### src/rtl/gate_sweep_ctrl.sv
// Exhaustive 3-input gate sweep sequencer: drives vectors 0..7, dwells, samples d/e.
// Optional macro GATE_SWEEP_CHECK_EN compiles in the response comparison and error count.
module gate_sweep_ctrl #(
  parameter int unsigned DWELL = 4
) (
  input  logic       clk,
  input  logic       rst_n,
  input  logic       start,
  input  logic       abort,
  input  logic [7:0] exp_d,
  input  logic [7:0] exp_e,
  output logic       a,
  output logic       b,
  output logic       c,
  input  logic       d,
  input  logic       e,
  output logic       busy,
  output logic       done,
  output logic [2:0] vec_idx,
  output logic [3:0] err_cnt,
  output logic       pass
);

  localparam int unsigned NVEC = 8;
  localparam int unsigned IW   = 3;
  localparam int unsigned EW   = 4;
  localparam int unsigned CW   = 8;

  typedef enum logic [1:0] {IDLE, DRIVE, SAMPLE, DONE} state_t;

  state_t          r_state, w_state;
  logic [CW-1:0]   r_dwell, w_dwell;
  logic [IW-1:0]   r_vec_idx, w_vec_idx;
  logic [EW-1:0]   r_err_cnt, w_err_cnt;
  logic [2:0]      r_abc, w_abc;
  logic            r_busy, w_busy;
  logic            r_done, w_done;
  logic            r_pass, w_pass;
  logic            w_mismatch;

`ifdef GATE_SWEEP_CHECK_EN
  assign w_mismatch = (d != exp_d[r_vec_idx]) || (e != exp_e[r_vec_idx]);
`else
  logic w_unused;
  assign w_mismatch = 1'b0;
  assign w_unused   = ^{exp_d, exp_e, d, e};
`endif

  // State and all outputs are registered together
  always_ff @(posedge clk or negedge rst_n) begin
    if (!rst_n) begin
      r_state   <= IDLE;
      r_dwell   <= '0;
      r_vec_idx <= '0;
      r_err_cnt <= '0;
      r_abc     <= '0;
      r_busy    <= 1'b0;
      r_done    <= 1'b0;
      r_pass    <= 1'b0;
    end else begin
      r_state   <= w_state;
      r_dwell   <= w_dwell;
      r_vec_idx <= w_vec_idx;
      r_err_cnt <= w_err_cnt;
      r_abc     <= w_abc;
      r_busy    <= w_busy;
      r_done    <= w_done;
      r_pass    <= w_pass;
    end
  end

  // Next state; defaults describe the parked (IDLE-like) output values
  always_comb begin
    w_state   = r_state;
    w_dwell   = '0;
    w_vec_idx = r_vec_idx;
    w_err_cnt = r_err_cnt;
    w_abc     = 3'b000;
    w_busy    = 1'b0;
    w_done    = 1'b0;

    case (r_state)
      IDLE: begin
        if (start && !abort) begin
          w_state   = DRIVE;
          w_vec_idx = '0;
          w_err_cnt = '0;
          w_busy    = 1'b1;
        end
      end
      DRIVE: begin
        if (abort) begin
          w_state = IDLE;
        end else begin
          w_busy = 1'b1;
          w_abc  = r_vec_idx;
          if (r_dwell == CW'(DWELL - 1)) begin
            w_state = SAMPLE;
          end else begin
            w_dwell = r_dwell + CW'(1);
          end
        end
      end
      SAMPLE: begin
        if (abort) begin
          w_state = IDLE;
        end else begin
          if (w_mismatch) begin
            w_err_cnt = r_err_cnt + EW'(1);
          end
          if (r_vec_idx == IW'(NVEC - 1)) begin
            w_state = DONE;
            w_done  = 1'b1;
          end else begin
            w_state   = DRIVE;
            w_vec_idx = r_vec_idx + IW'(1);
            w_abc     = r_vec_idx + IW'(1);
            w_busy    = 1'b1;
          end
        end
      end
      DONE: begin
        if (abort) begin
          w_state = IDLE;
        end else if (start) begin
          w_state   = DRIVE;
          w_vec_idx = '0;
          w_err_cnt = '0;
          w_busy    = 1'b1;
        end else begin
          w_done = 1'b1;
        end
      end
      default: w_state = IDLE;
    endcase

    w_pass = w_done && (w_err_cnt == EW'(0));
  end

  assign a       = r_abc[2];
  assign b       = r_abc[1];
  assign c       = r_abc[0];
  assign busy    = r_busy;
  assign done    = r_done;
  assign vec_idx = r_vec_idx;
  assign err_cnt = r_err_cnt;
  assign pass    = r_pass;

endmodule

### config.mk
export PLATFORM = sky130hd
export DESIGN_NAME = gate_sweep_ctrl
export DESIGN_NICKNAME = d
export VERILOG_FILES = /design/src/rtl/gate_sweep_ctrl.sv
export SDC_FILE = /design/constraint.sdc
export NUM_CORES = 1
export LEC_CHECK = 0
export ABC_AREA = 1
export BUFFER_PORTS_ARGS = -buffer_cell sky130_fd_sc_hd__buf_2
export CORE_ASPECT_RATIO = 1.4
export CORE_MARGIN = 2
export CORE_UTILIZATION = 40
export CTS_CLUSTER_DIAMETER = 100
export DETAILED_ROUTE_END_ITERATION = 8
export PLACE_DENSITY_LB_ADDON = 0.3
export REMOVE_ABC_BUFFERS = 1
export SLEW_MARGIN = 20
export SYNTH_ARGS = -nofsm -noshare
export SYNTH_HDL_FRONTEND = slang
export SYNTH_SLANG_ARGS = --single-unit
### constraint.sdc
create_clock -name clk -period 2.2 [get_ports clk]
set_input_delay 0.44 -clock clk [delete_from_list [all_inputs] [get_ports clk]]
set_output_delay 0.44 -clock clk [all_outputs]
set_load 0.01 [all_outputs]
---- Word level (Yosys, flattened, before mapping) ----
Index checks and enable logic that the tools add are counted.
operators by class
  bitwise operators ....................... 0
  add/subtract/negate cells ............... 2
  $lt $le $gt $ge ......................... 0
  divide/modulo/power cells ............... 0
  equality and inequality tests ........... 12
  reductions and logical operators ........ 8
  multiply operators ...................... 0
  multiplexer cells ....................... 37
  shift operators ......................... 0
operator list
  cell                                                  number
  2-to-1 mux 3 bit                                      8
  2-to-1 mux 8 bit                                      3
  2-to-1 mux 2 bit                                      7
  2-to-1 mux 4 bit                                      3
  2-to-1 mux 1 bit                                      10
  inequality test 2 bit (second input constant)         5
  one-hot mux 3 bit (3 select lines)                    1
  adder 8 x 1 -> 8 bit (second input constant)          1
  equality test 8 x 2 -> 1 bit (second input constant)  1
  one-hot mux 2 bit (4 select lines)                    1
  one-hot mux 4 bit (2 select lines)                    1
  inequality test 3 bit (second input constant)         2
  one-hot mux 3 bit (2 select lines)                    1
  AND reduction 6 bit                                   1
  equality test 2 bit (second input constant)           2
  logical NOT 4 bit                                     1
  one-hot mux 1 bit (4 select lines)                    1
  adder 3 x 1 -> 3 bit (second input constant)          1
  equality test 3 bit (second input constant)           1
  AND reduction 3 bit                                   1
  nonzero test 3 bit                                    1
  equality test 2 x 1 -> 1 bit (second input constant)  1
  logical AND 1 bit                                     2
  logical NOT 2 bit                                     1
  2 further kinds                                       2
storage, ports and cells
  bits in read-only memories .............. 0
  bits of input ports ..................... 22
  RAM bits ................................ 0
  register bits ........................... 23
  memories ................................ 0
  bits in latches ......................... 0
  output and inout port bits .............. 13
  word-level logic and storage cells ...... 67

---- Depth between registers and ports, before layout ----
Gate-level depths: netlist of run 1.
  depth after elaboration ................. 6
  mapped depth ............................ 9
  depth with buffers taken out ............ 8

---- Worst setup path after synthesis of run 1 ----
No wires, ideal clock.
  path type ............................... reg-to-reg
  from .................................... reg r_vec_idx[0] (netlist: vec_idx[0])
  to ...................................... reg r_vec_idx[0] (netlist: vec_idx[0])
  arrival time ............................ 1274 ps
  path buffers ............................ 0
  required time ........................... 2074 ps
  setup slack ............................. 800 ps
  setup time .............................. 126 ps
  cell stages (with the launch flop) ...... 9
  period minus slack after synthesis ...... 1400 ps
  path through ............................ dfrtp_1 -> ha_1 -> ha_1 -> nand2_1 -> o21ai_0 -> nor2_1 -> nand2_1 -> nand2_1 -> o21ai_0
between the ends
  word-level cells in the longest chain between the ends .. 4
  elaborated cells between the ends (all ways) .. 7
  those cells by class .................... 1 x add/sub; 2 x eq/ne; 3 x mux; 1 x reduce/logical
ends and longest elaborated chain
  what                                RTL line  RTL
  start: declaration                  33        logic [IW-1:0] r_vec_idx, w_vec_idx;
  start signal: assignment            63        r_vec_idx <= w_vec_idx;
  adder 3 x 1 -> 3 bit                116       w_vec_idx = r_vec_idx + IW'(1);
  2-to-1 mux 3 bit                    111       if (r_vec_idx == IW'(NVEC - 1)) begin
  2-to-1 mux 3 bit                    105       if (abort) begin
  one-hot mux 3 bit (3 select lines)  82        case (r_state)
Several ways; a longest one is shown, not always the timed one. The select of a mux whose other input is x is not followed.
A chain may end at the register's enable or synchronous reset.

---- Worst setup path after layout of run 1 ----
  from .................................... reg r_state[0]
  to ...................................... reg r_vec_idx[1] (netlist: vec_idx[1])
between the ends
  word-level cells in the longest chain between the ends .. 3
  elaborated cells between the ends (all ways) .. 11
  those cells by class .................... 7 x eq/ne; 1 x mux; 3 x reduce/logical
ends and longest elaborated chain
  what                                                                          RTL line  RTL
  start: declaration                                                            31        state_t r_state, w_state;
  start signal: assignment                                                      61        r_state <= w_state;
  equality test 2 bit or logical NOT 2 bit (tied branches)                      82
  inequality test 2 bit (no source line) or nonzero test 3 bit (tied branches)  --
  AND reduction 6 bit (no source line)                                          --
Several ways; a longest one is shown, not always the timed one.

==> results of run 1 <==
==> worst min-delay path by stage <==
stage / start / end / depth (start not counted)
after floorplan: rst_n / busy / 0
after global placement: rst_n / r_abc[1] / 1
after detailed placement: rst_n / r_abc[1] / 1
after CTS: rst_n / r_dwell[6] / 1
after global routing: rst_n / r_state[1] / 1
final: rst_n / r_abc[1] / 1
==> layout by cell type (no fill, tap or decap), types with 3 or more instances in the layout <==
cell type / synthesis / routed
a21oi_1: 5 / 5
dfrtp_1: 23 / 23
ha_1: 8 / 8
o21ai_0: 6 / 6
inv_1: 17 / 17
clkbuf_4: 0 / 3
nor2_1: 19 / 19
nand2_1: 34 / 34
buf_2: 0 / 16
nand3_1: 6 / 6
==> power breakdown <==
group | switching, µW | internal (µW) | leakage, µW
Sequential | 45.7 | 474 | 0.000317
Clock | 113 | 70.6 | 0.0000150
Combinational | 292 | 149 | 0.000391
Total | 451 | 694 | 0.000723
==> registers in the layout, indices dropped and copies added, names as in the netlist <==
register,cells
done,1
r_dwell,8
vec_idx,3
err_cnt,4
busy,1
r_abc,3
pass,1
r_state,2
==> layer usage <==
metal | share of wire | vias up
li1 | - | 459
met1 | 0.41 | 434
met2 | 0.55 | 12
met3 | 0.026 | 4
met4 | 0.015 | 0
met5 | 0 | -
==> area by class of cell <==
cell class	count	area, µm²
Timing Repair Buffer	16	80.1
Fill cell	283	1380
Tap cell	36	45.0
Multi-Input combinational cell	92	493
Inverter	18	67.6
Clock buffer	4	26.3
Sequential cell	23	576
==> through the flow <==
step                      setup slack [ns]  utilization
after floorplan                      0.793            -
after global placement               0.714        0.472
after detailed placement             0.685        0.472
after CTS                            0.670        0.482
after global routing                 0.510        0.482
final                                0.673        0.482
==> kinds of logic after synthesis <==
logic type / synth area share
AO/OA/AOI/OAI: 0.0941
XOR/XNOR: 0.0230
adder cells (fa/ha/maj): 0.0875
buffers and inverters: 0.0656
flip-flops: 0.503
AND/OR/NAND/NOR: 0.226
==> worst max-delay path: cells and delay by family (launching register included) <==
kind / cells / cell delay [ns]
simple gates: 3 / 0.29
flops: 1 / 0.42
fa+ha+maj: 1 / 0.29
compound gates: 2 / 0.18
buf+inv: 2 / 0.24
==> impl_metrics.toml, run 1 <==
[cells_and_area]
drive_gt1_frac = 0.144
layoutNonFillerInstCount = 189
final_area_um2 = 1290
final_nets = 184
area_growth_pct = 12.6
diodes = 0

[synth]
syn-instance-count = 134
synth_top_area_frac = 0.503
synth_top_area_cell = "dfrtp_1"
synth_common_cells = "nand2_1 (34), dfrtp_1 (23), nor2_1 (19)"
syn_area_per_cell_um2 = 8.53
ys_warn_count = 0
synthFlopType = "dfrtp_1"
yosysSeqAreaShare = 0.503
async_flop_share = 1.00
synthDistinctLibCells = 21
ys_ff_latch = 23
yosys.cell_count.top_type = "nand2_1"
netlist_area_um2 = 1140
synth_enable_flop_cells = 0
synthTopCellsByArea = "dfrtp_1 (50%), nand2_1 (11%), ha_1 (8.8%), nor2_1 (6.2%), inv_1 (5.6%)"

[routing]
final_antenna_net_count = 0
vias = 909
wl_um = 2010
vias_per_cell = 4.81
wl_per_cell_um = 10.6
drt_iter0_drc = 18
dr.pass1.iters = 4
drc = 0

[setup_path]
end_kind = "flip-flop"
critical_path_class = "reg -> reg"
worstPathCellList = "inv_1 > ha_1 > inv_1 > o21ai_0 > nor2_1 > nand2_1 > nand2_1 > o21ai_0"
r2r_start = "r_state[0]"
reg2reg_to = "vec_idx[1]"
ff2ff_path_depth = 8
crit_fanout = 6
cp-endpoint = "vec_idx[1]"
max_stage_delay_ns = 0.42
crit_required_ns = 2.39
critPathSlowestCell = "dfrtp_1"
cp-startpoint = "r_state[0]"
critPathArrivalTime_ns = 1.72
r2r_slack_ns = 0.67
cp-start-kind = "flip-flop"

[global_route]
use_met3 = 0.0265
antenna_found_initial = 0
grt_max_degree = 24
grt_pass1_vias = 926
grt_pass1_wl_um = 3750
met2_usage = 0.279
grt_use_total = 0.149
grt_most_used_layer = "met2"
gr-total-overflow = 0
use_met1 = 0.158

[die]
fp.dieArea_um2 = 3310
chipWidth_um = 49.2
coreArea_um2 = 2670
die_y_um = 67.3
boundaryPins = 35
num_rows = 22
start_util = 0.428

[place]
gp_congestion = 0.847
place_area_um2 = 1260
dp.cells = 185
portBuffers = 16
place_hpwl_um = 1590

[timing]
rsz0062_at_grt = "false"
period_share = 0.694
final-setup-viol-count = 0
whs_ns = 0.0852
max_slew_margin = 0.670
tns_ns = 0
tightest_slew_ns = 0.495
finalClockSkew_ns = 0.00334
slew_viol_final = 0
finalHoldViolCount = 0
max_freq_mhz = 655
min_period_ns = 1.53

[pwr]
power_uw = 1140
powerDensity_nw_per_um2 = 889
peakVddDrop_mv = 0.576
cellLeakagePower_uw = 0.000723

[cts]
clock_path_buffers = 2
cts.sinks = 23
cts_buffers = 3
cts_tree = "done"
post_cts_buffers = 0
clk_root_buffer_cell = "clkbuf_4"
cts_hold_buf = 0
h-tree-depth = 1
cts.clk_slew.worst_paths_ns = 0.11
clock_latency_ns = 0.30
postCtsResizedCells = 0

[flow_run]
max_cap_viol_count = 0

[min_path]
hold_path.class = "in -> async"

[status]
status = "finished, final reports clean"
(Power assumes the default switching activity.)
==> inputs of run 2 (changes only) <==
clock period = 1.57 ns   (was 2.2 ns; I/O delays follow)
==> run 2 against run 1 <==
  * Non-clock buffer count grew 5
  * Clock skew is essentially flat
  * Sequential power grew 39%
  * Design area grew 3.8%
  * Critical path type unchanged
  * Critical endpoint unchanged
  * Largest cell class unchanged
  * Largest power group is now combinational logic
==> impl_metrics.toml, run 2 (same netlist as run 1, synthesis figures left out) <==
[cts]
cts.clk_slew.worst_paths_ns = 0.12
cts_tree = "done"
cts.sinks = 23
clock_latency_ns = 0.31
h-tree-depth = 1
clock_path_buffers = 2
clk_root_buffer_cell = "clkbuf_4"
cts_buffers = 3

[global_route]
grt_max_degree = 24
grt_pass1_vias = 892
antenna_found_initial = 0
gr-total-overflow = 0
grt_pass1_wl_um = 3780
grt_use_total = 0.152

[place]
portBuffers = 16
dp_slack_ns = 0.0486
place_hpwl_um = 1590
place_area_um2 = 1270
gp_congestion = 0.834

[cells_and_area]
final_cell_mix = "nand2_1 (33), dfrtp_1 (22), nor2_1 (19)"
diodes = 0
largest_reg_flops = 8
post-route-util = 0.500
regMostFlops = "r_dwell"
final_nets = 189
mostFrequentLayoutCell = "nand2_1"
drive_gt1_frac = 0.196
area_growth_pct = 16.8
final_area_um2 = 1340

[routing]
wl_per_cell_um = 11.0
vias_per_cell = 4.88
drt_iter0_drc = 16
drc = 0
wl_um = 2140
vias = 947
dr.pass1.iters = 4
final_antenna_net_count = 0

[die]
die_y_um = 67.3
fp.dieArea_um2 = 3310
coreArea_um2 = 2670
num_rows = 22
chipWidth_um = 49.2
start_util = 0.428
boundaryPins = 35

[timing]
min_period_ns = 1.47
finalClockSkew_ns = 0.00368
tightest_slew_ns = 0.503
max_slew_margin = 0.665
slew_viol_final = 0
finalHoldViolCount = 0
final-setup-viol-count = 0
worst_slack_ns = 0.0997
period_share = 0.936
max_freq_mhz = 680

[setup_path]
crit_fanout = 6
crit_required_ns = 1.78
r2r_start = "r_state[0]"
r2r_slack_ns = 0.1
critPathSlowestCell = "dfrtp_1"
cp-start-kind = "flip-flop"
critical_path_class = "reg -> reg"
critPathArrivalTime_ns = 1.68
crit_path_frequent_cell = "o21ai_0"
ff2ff_path_depth = 8
end_kind = "flip-flop"
worstPathCellList = "inv_1 > ha_1 > inv_2 > o21ai_0 > nor2_1 > nand2_2 > nand2_1 > o21ai_0"
reg2reg_to = "vec_idx[1]"
max_stage_delay_ns = 0.41

[status]
status = "finished, final reports clean"

[min_path]
hp-start = "abort"
hold_depth = 2
whs_endpoint = "r_abc[2]"
hold_path.class = "in -> reg"

[pwr]
peakVddDrop_mv = 0.781
powerDensity_nw_per_um2 = 1300
cellLeakagePower_uw = 0.000740

[flow_run]
max_cap_viol_count = 0
==> run 2: cell count changes in the layout (fill, tap and decap cells not counted), sizes merged <==
cell / delta
buf: +4
dlygate4sd3: +1
==> run 2: worst max-delay path, delay by kind of cell, from the launching register on <==
family / cells / cell delay [ns]
AO/OA/AOI/OAI: 2 / 0.15
adder cells (fa/ha/maj): 1 / 0.31
buffers and inverters: 2 / 0.18
flip-flops: 1 / 0.41
AND/OR/NAND/NOR: 3 / 0.32
==> run 2: worst max path at each step <==
stage	start	end	slack, ns	cells past startpoint
final	r_state[0]	vec_idx[1]	0.1	8
after global routing	r_state[0]	vec_idx[1]	-0.007	8
after CTS	r_state[0]	vec_idx[0]	0.03	8
after detailed placement	r_state[0]	vec_idx[0]	0.05	8
after global placement	r_state[1]	vec_idx[2]	0.08	8
after floorplan	vec_idx[0]	vec_idx[0]	0.16	8
==> run 2: cell type report <==
cell class,count,area (µm²)
clock buffers,4,26.3
fillers,273,1330
inverters,18,67.6
multi-input cells,92,500
flip-flops and latches,23,577
well taps,36,45.0
repair buffers,21,120
==> run 2: layer usage <==
layer  GRT usage  up-vias  routed length (µm)
met5           0        -                   0
met2       0.272       19                1130
met3      0.0332        5                  65
met1       0.162      453                 876
met4      0.0964        0                  60
li1            -      470                   -
==> run 2: timing repair <==
| item | CTS | global route |
|---|---|---|
| endpoints found under the hold margin | 23 | 0 |
| hold buffers | 1 | 0 |
| setup endpoints to repair | 0 | 7 |
| setup buffers | 0 | 3 |
| resized for setup | 0 | 8 |
==> run 2: per-stage QoR <==
step                       TNS, ns  std cells  hold WS [ns]  total power, µW
after floorplan                  0        133        0.0184             1190
after global placement           0        186         0.307             1350
after detailed placement         0        186         0.316             1380
after CTS                        0        191         0.222             1650
after global routing      -0.00680        194         0.206             1900
final                            0        194         0.227             1740
==> run 2: report_power, final <==
part	switching [µW]	internal (µW)
combinational	469	284
sequential	53.9	666
clock	169	99.5
